<file path="src/rtl/k423_id_scoreboard_pkg.sv">
// -----------------------------------------------------------------------------
// k423_id_scoreboard_pkg
// Shared constants for the ID-stage register scoreboard.
//   NUM_ARCH_REGS : number of architectural integer registers (x0..x31)
//   SB_CNT_W      : default width of each per-register pending-write counter
//   INST_RSDIDX_W : width of a register index (also provided as a macro)
// -----------------------------------------------------------------------------
`ifndef INST_RSDIDX_W
`define INST_RSDIDX_W 5
`endif

package k423_id_scoreboard_pkg;

  localparam int NUM_ARCH_REGS = 32;
  localparam int SB_CNT_W      = 2;
  localparam int INST_RSDIDX_W = `INST_RSDIDX_W;

endpackage

</file>
<file path="src/rtl/k423_id_scoreboard_if.sv">
// -----------------------------------------------------------------------------
// k423_id_scoreboard_if
// Bundles the ID-stage handshake, the register read/write requests and the
// writeback port seen by the scoreboard.
//   master : the pipeline side (drives requests, observes done/issue)
//   slave  : the scoreboard (observes requests, drives done/issue)
// -----------------------------------------------------------------------------
`ifndef INST_RSDIDX_W
`define INST_RSDIDX_W 5
`endif

interface k423_id_scoreboard_if;

  logic                      if_stage_vld_i;
  logic                      ex_stage_rdy_i;
  logic                      flush_i;
  logic                      rs1_vld_i;
  logic [`INST_RSDIDX_W-1:0] rs1_idx_i;
  logic                      rs2_vld_i;
  logic [`INST_RSDIDX_W-1:0] rs2_idx_i;
  logic                      rd_vld_i;
  logic [`INST_RSDIDX_W-1:0] rd_idx_i;
  logic                      wb_vld_i;
  logic [`INST_RSDIDX_W-1:0] wb_idx_i;
  logic                      id_stage_done_o;
  logic                      issue_o;

  modport master (
    output if_stage_vld_i, ex_stage_rdy_i, flush_i,
    output rs1_vld_i, rs1_idx_i, rs2_vld_i, rs2_idx_i,
    output rd_vld_i, rd_idx_i, wb_vld_i, wb_idx_i,
    input  id_stage_done_o, issue_o
  );

  modport slave (
    input  if_stage_vld_i, ex_stage_rdy_i, flush_i,
    input  rs1_vld_i, rs1_idx_i, rs2_vld_i, rs2_idx_i,
    input  rd_vld_i, rd_idx_i, wb_vld_i, wb_idx_i,
    output id_stage_done_o, issue_o
  );

endinterface

</file>
<file path="src/rtl/k423_sb_cnt.sv">
// -----------------------------------------------------------------------------
// k423_sb_cnt
// One saturating up/down pending-write counter.
//   clk   : clock
//   rst_n : synchronous active-low clear
//   inc   : one more in-flight write to this register
//   dec   : one in-flight write retires
//   cnt   : current count
//   nz    : count is non-zero
// Simultaneous inc and dec cancel. The count never wraps in either direction.
// -----------------------------------------------------------------------------
module k423_sb_cnt #(
  parameter int CNT_W = 2
) (
  input  logic             clk,
  input  logic             rst_n,
  input  logic             inc,
  input  logic             dec,
  output logic [CNT_W-1:0] cnt,
  output logic             nz
);

  localparam logic [CNT_W-1:0] CNT_MAX = '1;

  // NOTE: sequential state is only ever written with non-blocking assignments
  // so every counter samples the pre-edge values of its neighbours.
  always_ff @(posedge clk) begin
    if (!rst_n) begin
      cnt <= '0;
    end else if (inc && !dec && cnt != CNT_MAX) begin
      cnt <= cnt + CNT_W'(1);
    end else if (dec && !inc && cnt != '0) begin
      cnt <= cnt - CNT_W'(1);
    end
  end

  assign nz = (cnt != '0);

  // A writeback for a register with nothing in flight is a pipeline bug.
  a_no_underflow : assert property (
    @(posedge clk) disable iff (!rst_n) !(dec && !inc && cnt == '0)
  );

endmodule

</file>
<file path="src/rtl/k423_id_scoreboard.sv">
// -----------------------------------------------------------------------------
// k423_id_scoreboard
// Tracks in-flight register writes per architectural register and holds the
// ID-stage instruction while a source (RAW) or destination (WAW saturation)
// hazard exists.
//   clk_i     : core clock
//   rst_n_i   : synchronous active-low reset
//   sb        : ID handshake, rs1/rs2/rd requests, writeback, done/issue
//   busy_o    : some register has a write in flight
//   pending_o : bit i set while xi has a write in flight (bit 0 always 0)
// Parameters:
//   CNT_W     : counter width; up to 2^CNT_W-1 writes in flight per register
//   WB_BYPASS : a same-cycle writeback releases a source whose count is 1
// -----------------------------------------------------------------------------
`ifndef INST_RSDIDX_W
`define INST_RSDIDX_W 5
`endif

module k423_id_scoreboard
  import k423_id_scoreboard_pkg::*;
#(
  parameter int CNT_W     = SB_CNT_W,
  parameter bit WB_BYPASS = 1'b1
) (
  input  logic                     clk_i,
  input  logic                     rst_n_i,
  k423_id_scoreboard_if.slave      sb,
  output logic                     busy_o,
  output logic [NUM_ARCH_REGS-1:0] pending_o
);

  localparam int               IDX_W   = `INST_RSDIDX_W;
  localparam logic [CNT_W-1:0] CNT_MAX = '1;

  logic [CNT_W-1:0]         cnt [NUM_ARCH_REGS];
  logic [NUM_ARCH_REGS-1:1] inc_vec;
  logic [NUM_ARCH_REGS-1:1] dec_vec;
  logic [NUM_ARCH_REGS-1:1] nz_vec;

  logic [CNT_W-1:0] rs1_cnt;
  logic [CNT_W-1:0] rs2_cnt;
  logic [CNT_W-1:0] rd_cnt;
  logic             rs1_haz;
  logic             rs2_haz;
  logic             rd_haz;
  logic             done;
  logic             issue;

  // x0 is hard-wired zero, so its slot reads as "nothing in flight".
  assign cnt[0] = '0;

  // A source must wait while a write to it is in flight, unless the last such
  // write is retiring this very cycle and the register file forwards it.
  function automatic logic src_hazard(
    input logic             vld,
    input logic [IDX_W-1:0] idx,
    input logic [CNT_W-1:0] c,
    input logic             wbv,
    input logic [IDX_W-1:0] wbi
  );
    logic bypass;
    bypass = WB_BYPASS && (c == CNT_W'(1)) && wbv && (wbi == idx);
    return vld && (idx != '0) && (c != '0) && !bypass;
  endfunction

  // NOTE: every signal assigned in always_comb gets a value on every path
  // (here straight-line), otherwise synthesis infers a latch.
  always_comb begin
    rs1_cnt = cnt[sb.rs1_idx_i];
    rs2_cnt = cnt[sb.rs2_idx_i];
    rd_cnt  = cnt[sb.rd_idx_i];

    rs1_haz = src_hazard(sb.rs1_vld_i, sb.rs1_idx_i, rs1_cnt,
                         sb.wb_vld_i, sb.wb_idx_i);
    rs2_haz = src_hazard(sb.rs2_vld_i, sb.rs2_idx_i, rs2_cnt,
                         sb.wb_vld_i, sb.wb_idx_i);
    // Issuing another write to a saturated register would overflow it.
    rd_haz  = sb.rd_vld_i && (sb.rd_idx_i != '0) && (rd_cnt == CNT_MAX);

    // While reset is held the counters are being cleared, so report a clean
    // scoreboard and never issue.
    done  = !rst_n_i || !(rs1_haz || rs2_haz || rd_haz);
    issue = rst_n_i && sb.if_stage_vld_i && done && sb.ex_stage_rdy_i
            && !sb.flush_i;
  end

  assign sb.id_stage_done_o = done;
  assign sb.issue_o         = issue;

  for (genvar i = 1; i < NUM_ARCH_REGS; i++) begin : g_cnt
    assign inc_vec[i] = issue && sb.rd_vld_i && (sb.rd_idx_i == IDX_W'(i));
    // Writebacks keep retiring during a flush: tracked writes are all older.
    assign dec_vec[i] = sb.wb_vld_i && (sb.wb_idx_i == IDX_W'(i));

    k423_sb_cnt #(
      .CNT_W (CNT_W)
    ) u_cnt (
      .clk   (clk_i),
      .rst_n (rst_n_i),
      .inc   (inc_vec[i]),
      .dec   (dec_vec[i]),
      .cnt   (cnt[i]),
      .nz    (nz_vec[i])
    );
  end

  assign pending_o = {nz_vec, 1'b0};
  assign busy_o    = |nz_vec;

endmodule

</file>
<file path="src/flat_wrapper.sv">
// flat-port wrapper written by rule: the top's interface ports become plain ports
module k423_id_scoreboard_flat import k423_id_scoreboard_pkg::*;
#(
  parameter int CNT_W     = SB_CNT_W,
  parameter bit WB_BYPASS = 1'b1
)
  (clk_i, rst_n_i, busy_o, pending_o, sb_if_stage_vld_i, sb_ex_stage_rdy_i, sb_flush_i, sb_rs1_vld_i, sb_rs1_idx_i, sb_rs2_vld_i, sb_rs2_idx_i, sb_rd_vld_i, sb_rd_idx_i, sb_wb_vld_i, sb_wb_idx_i, sb_id_stage_done_o, sb_issue_o);
  k423_id_scoreboard_if sb_i ();
  input  logic clk_i;
  input  logic rst_n_i;
  output logic busy_o;
  output logic [NUM_ARCH_REGS-1:0] pending_o;
  input wire logic [$bits(sb_i.if_stage_vld_i)-1:0] sb_if_stage_vld_i;
  input wire logic [$bits(sb_i.ex_stage_rdy_i)-1:0] sb_ex_stage_rdy_i;
  input wire logic [$bits(sb_i.flush_i)-1:0] sb_flush_i;
  input wire logic [$bits(sb_i.rs1_vld_i)-1:0] sb_rs1_vld_i;
  input wire logic [$bits(sb_i.rs1_idx_i)-1:0] sb_rs1_idx_i;
  input wire logic [$bits(sb_i.rs2_vld_i)-1:0] sb_rs2_vld_i;
  input wire logic [$bits(sb_i.rs2_idx_i)-1:0] sb_rs2_idx_i;
  input wire logic [$bits(sb_i.rd_vld_i)-1:0] sb_rd_vld_i;
  input wire logic [$bits(sb_i.rd_idx_i)-1:0] sb_rd_idx_i;
  input wire logic [$bits(sb_i.wb_vld_i)-1:0] sb_wb_vld_i;
  input wire logic [$bits(sb_i.wb_idx_i)-1:0] sb_wb_idx_i;
  output wire logic [$bits(sb_i.id_stage_done_o)-1:0] sb_id_stage_done_o;
  output wire logic [$bits(sb_i.issue_o)-1:0] sb_issue_o;
  assign sb_i.if_stage_vld_i = sb_if_stage_vld_i;
  assign sb_i.ex_stage_rdy_i = sb_ex_stage_rdy_i;
  assign sb_i.flush_i = sb_flush_i;
  assign sb_i.rs1_vld_i = sb_rs1_vld_i;
  assign sb_i.rs1_idx_i = sb_rs1_idx_i;
  assign sb_i.rs2_vld_i = sb_rs2_vld_i;
  assign sb_i.rs2_idx_i = sb_rs2_idx_i;
  assign sb_i.rd_vld_i = sb_rd_vld_i;
  assign sb_i.rd_idx_i = sb_rd_idx_i;
  assign sb_i.wb_vld_i = sb_wb_vld_i;
  assign sb_i.wb_idx_i = sb_wb_idx_i;
  assign sb_id_stage_done_o = sb_i.id_stage_done_o;
  assign sb_issue_o = sb_i.issue_o;
  k423_id_scoreboard #(.CNT_W(CNT_W), .WB_BYPASS(WB_BYPASS)) u_core (.clk_i(clk_i), .rst_n_i(rst_n_i), .sb(sb_i), .busy_o(busy_o), .pending_o(pending_o));
endmodule
</file>
<file path="config.mk">
export PLATFORM = sky130hd
export DESIGN_NAME = k423_id_scoreboard_flat
export DESIGN_NICKNAME = d
export VERILOG_FILES = /design/src/rtl/k423_id_scoreboard_pkg.sv /design/src/rtl/k423_id_scoreboard_if.sv /design/src/rtl/k423_sb_cnt.sv /design/src/rtl/k423_id_scoreboard.sv /design/src/flat_wrapper.sv
export SDC_FILE = /design/constraint.sdc
export NUM_CORES = 1
export LEC_CHECK = 0
export ABC_AREA = 0
export BUFFER_PORTS_ARGS = -buffer_cell sky130_fd_sc_hd__buf_4
export CAP_MARGIN = 10
export CORE_MARGIN = 1
export CORE_UTILIZATION = 40
export CTS_BUF_LIST = sky130_fd_sc_hd__clkbuf_8 sky130_fd_sc_hd__clkbuf_16
export DETAILED_ROUTE_END_ITERATION = 8
export GPL_TIMING_DRIVEN = 0
export SLEW_MARGIN = 30
export SYNTH_ARGS = -nofsm -noshare
export SYNTH_HDL_FRONTEND = slang
export SYNTH_SLANG_ARGS = --single-unit
</file>
<file path="constraint.sdc">
create_clock -name clk_i -period 5.76 [get_ports clk_i]
set_input_delay 0.576 -clock clk_i [delete_from_list [all_inputs] [get_ports clk_i]]
set_output_delay 0.576 -clock clk_i [all_outputs]
set_load 0.01 [all_outputs]
</file>
Word level (Yosys, flattened, before mapping)
Index checks and enable logic that the tools add are counted.
{"block": "classes", "addsub": 62, "n_lt_le_gt_ge": 3, "eq_ne": 98, "mux": 71, "n_bitwise": 3, "reduce_logical": 341}
{"cell": "$logic_and 1x1->1", "n": 203}
{"cell": "$eq 5x5->1 const B", "n": 32}
{"cell": "$mux 2", "n": 68}
{"cell": "$reduce_bool 2->1", "n": 64}
{"cell": "$eq 5x4->1 const B", "n": 16}
{"cell": "$logic_not 1->1", "n": 67}
{"cell": "$add 2x1->2 const B", "n": 31}
{"cell": "$ne 2x2->1 const B", "n": 31}
{"cell": "$sub 2x1->2 const B", "n": 31}
{"cell": "$eq 5x3->1 const B", "n": 8}
{"cell": "$reduce_or 31->1", "n": 1}
{"cell": "$bmux 2 s5", "n": 3}
{"cell": "$eq 5x2->1 const B", "n": 4}
{"cell": "$ge 6x6->1 const B", "n": 3}
{"cell": "$not 5->6", "n": 3}
{"cell": "$reduce_bool 5->1", "n": 3}
{"cell": "$eq 5x1->1 const B", "n": 2}
{"cell": "$eq 5x5->1", "n": 2}
{"cell": "$eq 2x1->1 const B", "n": 2}
{"cell": "$logic_or 1x1->1", "n": 3}
{"cell": "$eq 2x2->1 const B", "n": 1}
{"block": "word_totals", "reg_bits": 62, "in_bits": 29, "wordCells": 609}

Depth between registers and ports, before layout
{"block": "logic_depth", "ltp_word": 23, "mapped_depth": 12}

Cells and area by module
Synthesis repeated with hierarchy kept, for this count alone.
{"block": "hier_totals", "cells_unflattened": 773, "hier_area_um2": 6109.6}
{"module": "k423_sb_cnt", "instances": 31, "cells_each": 13, "area_each_um2": 108.9, "seq_area_each_um2": 40.0}
{"module": "k423_id_scoreboard", "instances": 1, "cells_each": 370, "area_each_um2": 2735.1, "seq_area_each_um2": 0.0}

Worst setup path after synthesis
No wires, ideal clock.
{"block": "synth_timing", "kind": "in2out", "from": "in sb_rs2_idx_i[0]", "to": "out sb_issue_o", "t_arrival_ps": 2857, "t_required_ps": 5184, "path_slack_ps": 2327, "cell_stages": 9, "path_cell_list": "buf_6 mux4_2 mux4_2 o2111ai_4 nand4_4 nor2_1 buf_2 buf_2 and2_1"}
{"block": "synth_between", "elab_chain_len": 16}
{"item": "start, declared", "line": "flat_wrapper.sv:19", "text": "input wire logic [$bits(sb_i.rs2_idx_i)-1:0] sb_rs2_idx_i;"}
{"item": "$not 5->6 (not written as such)", "line": "k423_id_scoreboard.sv:70", "text": "rs2_cnt = cnt[sb.rs2_idx_i];"}
{"item": "$bmux 2 s5", "line": "k423_id_scoreboard.sv:70"}
{"item": "$mux 2 (not written as such) (2 in a row)", "line": "k423_id_scoreboard.sv:70"}
{"item": "$eq 2x1->1", "line": "k423_id_scoreboard.sv:62", "text": "bypass = WB_BYPASS && (c == CNT_W'(1)) && wbv && (wbi == idx);"}
{"item": "$logic_and 1x1->1 (2 in a row)", "line": "k423_id_scoreboard.sv:62"}
{"item": "$logic_not 1->1", "line": "k423_id_scoreboard.sv:63", "text": "return vld && (idx != '0) && (c != '0) && !bypass;"}
{"item": "$logic_and 1x1->1 *", "line": "k423_id_scoreboard.sv:63"}
{"item": "$logic_or 1x1->1 * (2 in a row)", "line": "k423_id_scoreboard.sv:82", "text": "done = !rst_n_i || !(rs1_haz || rs2_haz || rd_haz);"}
{"item": "$logic_not 1->1 *", "line": "k423_id_scoreboard.sv:82"}
{"item": "$logic_or 1x1->1 *", "line": "k423_id_scoreboard.sv:82"}
{"item": "$logic_and 1x1->1 * (2 in a row)", "line": "k423_id_scoreboard.sv:83", "text": "issue = rst_n_i && sb.if_stage_vld_i && done && sb.ex_stage_rdy_i"}
{"item": "$logic_and 1x1->1 *", "line": "k423_id_scoreboard.sv:84", "text": "&& !sb.flush_i;"}
{"item": "end, declared", "line": "flat_wrapper.sv:25", "text": "output wire logic [$bits(sb_i.issue_o)-1:0] sb_issue_o;"}
Every way passes the cells marked *; elsewhere a longest branch is shown, timed or not. The select of a mux whose other input is x is not followed.

Final worst setup path
{"block": "layout_timing", "from": "in sb_rs1_idx_i[2]", "to": "out sb_issue_o"}
{"block": "layout_between", "elab_chain_len": 16}
{"item": "start, declared", "line": "flat_wrapper.sv:17", "text": "input wire logic [$bits(sb_i.rs1_idx_i)-1:0] sb_rs1_idx_i;"}
{"item": "$not 5->6 (not written as such)", "line": "k423_id_scoreboard.sv:69", "text": "rs1_cnt = cnt[sb.rs1_idx_i];"}
{"item": "$bmux 2 s5", "line": "k423_id_scoreboard.sv:69"}
{"item": "$mux 2 (not written as such) (2 in a row)", "line": "k423_id_scoreboard.sv:69"}
{"item": "$eq 2x1->1", "line": "k423_id_scoreboard.sv:62"}
{"item": "$logic_and 1x1->1 (2 in a row)", "line": "k423_id_scoreboard.sv:62"}
{"item": "$logic_not 1->1", "line": "k423_id_scoreboard.sv:63"}
{"item": "$logic_and 1x1->1 *", "line": "k423_id_scoreboard.sv:63"}
{"item": "$logic_or 1x1->1 * (2 in a row)", "line": "k423_id_scoreboard.sv:82"}
{"item": "$logic_not 1->1 *", "line": "k423_id_scoreboard.sv:82"}
{"item": "$logic_or 1x1->1 *", "line": "k423_id_scoreboard.sv:82"}
{"item": "$logic_and 1x1->1 * (2 in a row)", "line": "k423_id_scoreboard.sv:83"}
{"item": "$logic_and 1x1->1 *", "line": "k423_id_scoreboard.sv:84"}
Marks and branches as above.

==> metrics <==
Largest register FFs 62; initial core utilization between 40% and 50%; Fin Setup TNS 0 ns; complex-gate fraction of the synthesized area 19.2%; Routability Congestion 1.03; # clock sinks just over 60; I/O pin cnt 64; P&R area growth vs syn 14.5%; CTS tree built; largest family of logic cells by synthesized area simple AND/OR/NAND/NOR gates; Core Region about 16000 um^2; initial antenna violation count 0; Data required, critical path 5.18 ns; CP endpoint kind output pin; NumNets Final 944; input/output buffers 51; endpoints failing setup 0; Worst-Skew Late Latency 0.36 ns; max-slew violation count 0; DR vias/cell 6.68; remaining antenna violation count 0; leakage between 2 and 3 nW; worst slew pin tran 0.992 ns; hold slack 0.542 ns; number of synthesized flops with an enable pin 0; Cell Area, Placed 7360 um^2; crit-path max FO 10; #FFs+latches synth 62; clock root cell clkbuf_16; DR pass1 iterations 5; sequential area share after synthesis between 15 and 20%; relative slew slack 33.6%; CTS clk-pin slew, worst paths 0.06 ns; Final min period 5.05 ns; share of cells above drive strength 1 23.5%; Cell Rows 46; RSZ-0062 raised after global routing no; GRT overflow 0; vias in the first global route 6973; register with the most flip-flops u_core.g_cnt.u_cnt.cnt; fin crit share 87.7%; Synth Area in Simple Gates 34.9%; Hold Crit Class reg -> reg; Max Cap Viol 0; final wirelength 29.3 mm; post-CTS sizing 0; Hold Buf Count CTS 0; Vias ~7600; power per cell area 165 nW/um^2; Top Registers u_core.g_cnt.u_cnt.cnt (62); ys async rst share 0%; post-synthesis mux area share 17.2%; Main synth FF type dfxtp_1; Max Clock Freq 198 MHz; status finished clean; Critical Path AT about 4.5 ns; area of the die around 17000 um^2; # fillers around 1700; WS Path Type in -> out; global-route wire length before repair ~44 mm; Avg WL per Cell 25.8 um; placed wire-length estimate about 22 mm; total power draw 1.27 mW; residual DRC count 0; syn nets 882; die height 131 um; Die X 131 um; Max Clock Skew around 0.0087 ns; largest net degree at the start of global routing 11; Synth Area in XOR/XNOR 1.57%; Hold Path Stages 2; yosys warns 0; FF-to-FF path depth 10; Syn Inst Count 853; Final Cell Area 7680 um^2; Mapped Avg Cell Area 7.86 um^2; adder and majority gate portion of the synthesized area 0%; Hold Vio Cnt, Final 0; maximum VDD drop roughly 0.14 mV; Mapped Area 6710 um^2; H-tree lvl count 3; global-route usage over all layers ~34%; First DRT Iteration DRCs 943; Num CTS Buffers 9; crit path launch type input pin; Max Buffers Root-to-Sink 2; Post-CTS Setup Bufs 0; Distinct cells, synth 76
==> cell usage after synthesis (all sizes together) (6+ instances only) <==
cell	n	area share [%]
nand4	6	0.78
nand4b	17	2.2
nor4b	9	1.2
o2111ai	11	1.7
a32o	9	1.3
mux4	31	10
xor2	8	1.0
dfxtp	62	19
o21ai	28	2.1
a311oi	10	1.3
o22ai	6	0.56
mux2i	34	5.1
o211ai	17	2.0
nor2b	13	1.2
nand2b	13	1.2
or2	39	3.6
a41oi	8	1.0
buf	54	5.4
nand3b	6	0.67
inv	10	0.56
and3	17	1.6
nand2	102	5.7
nor3	49	4.0
or4	16	2.0
or3	14	1.3
clkbuf	47	2.6
a21oi	16	1.2
mux2	10	1.7
nand3	40	3.1
nor4	9	1.2
nor2	63	3.5
==> kinds of logic (layout without fill, tap and decap cells) <==
kind of cell,Yosys count,in the layout
multiplexers,75,75
XOR/XNOR,12,12
AND/OR/NAND/NOR,427,427
other,1,2
buffers and inverters,111,178
AO/OA/AOI/OAI,165,165
flip-flops,62,62
==> metrics by stage <==
step / setup WS [ns] / utilization [%] / instances
final: 0.710 / 47.7 / 1137
after global routing: 0.722 / 47.6 / 1136
after CTS: 0.865 / 47.6 / 1136
after detailed placement: 0.860 / 45.7 / 1120
after global placement: 0.835 / 45.7 / 1120
after floorplan: 2.33 / - / 853
==> critical path, stage by stage <==
cell	delay [ns]
buf_4	0.10
buf_2	0.31
clkbuf_1	0.58
mux4_2	0.40
mux2i_1	0.24
a21oi_1	0.08
o221ai_2	0.52
nand4_4	0.29
nor2_1	0.29
buf_2	0.34
buf_2	0.42
and2_1	0.19
buf_4	0.12
==> per-layer routing <==
layer	vias to the layer above	wire length, um	GRT usage, %
met1	3630	11700	43.7
met5	-	0	0
li1	3339	-	-
met2	530	12800	51.5
met4	0	1470	17.9
met3	97	3320	8.68
==> report_power, final <==
group	leakage [nW]	total [mW]	internal (mW)	switching (mW)
sequential	0.499	0.429	0.429	0.000379
combinational	2.26	0.233	0.0627	0.170
clock	0.162	0.608	0.386	0.222
==> final timing paths <==
check	from	slack, ns	to
setup reg to reg	u_core.g_cnt[10].u_cnt.cnt[0]	2.05	u_core.g_cnt[16].u_cnt.cnt[0]
hold / removal	u_core.g_cnt[13].u_cnt.cnt[1]	0.54	u_core.g_cnt[13].u_cnt.cnt[1]
setup / recovery	sb_rs1_idx_i[2]	0.71	sb_issue_o
hold reg to reg	u_core.g_cnt[13].u_cnt.cnt[1]	0.54	u_core.g_cnt[13].u_cnt.cnt[1]
==> layout by cell type, fill, tap and decap left out, types with 10 or more instances in the layout <==
cell,n
inv_1,13
o21ai_0,25
a311oi_1,10
nand2_1,102
nand3_1,38
or4_1,13
nor2_1,63
or3_1,14
mux2_2,10
o2111ai_1,10
buf_4,86
mux4_2,31
buf_2,17
nor2b_1,13
nand2b_1,13
dfxtp_1,62
or2_2,39
o211ai_1,16
mux2i_1,34
nand4b_1,17
and3_1,17
nor3_1,45
clkbuf_1,47
a21oi_1,16
==> layout make-up <==
class / count / area, um^2 / area share (%)
Tap cell: 216 / 270 / 3.52
Sequential cell: 62 / 1240 / 16.2
Clock inverter: 6 / 78.8 / 1.03
Antenna cell: 1 / 2.50 / 0.0326
Clock buffer: 10 / 239 / 3.11
Buffer: 101 / 539 / 7.02
Timing Repair Buffer: 51 / 383 / 4.98
Inverter: 10 / 37.5 / 0.489
Multi-Input combinational cell: 680 / 4890 / 63.7
No activity file was read; power rests on OpenSTA's default activity.
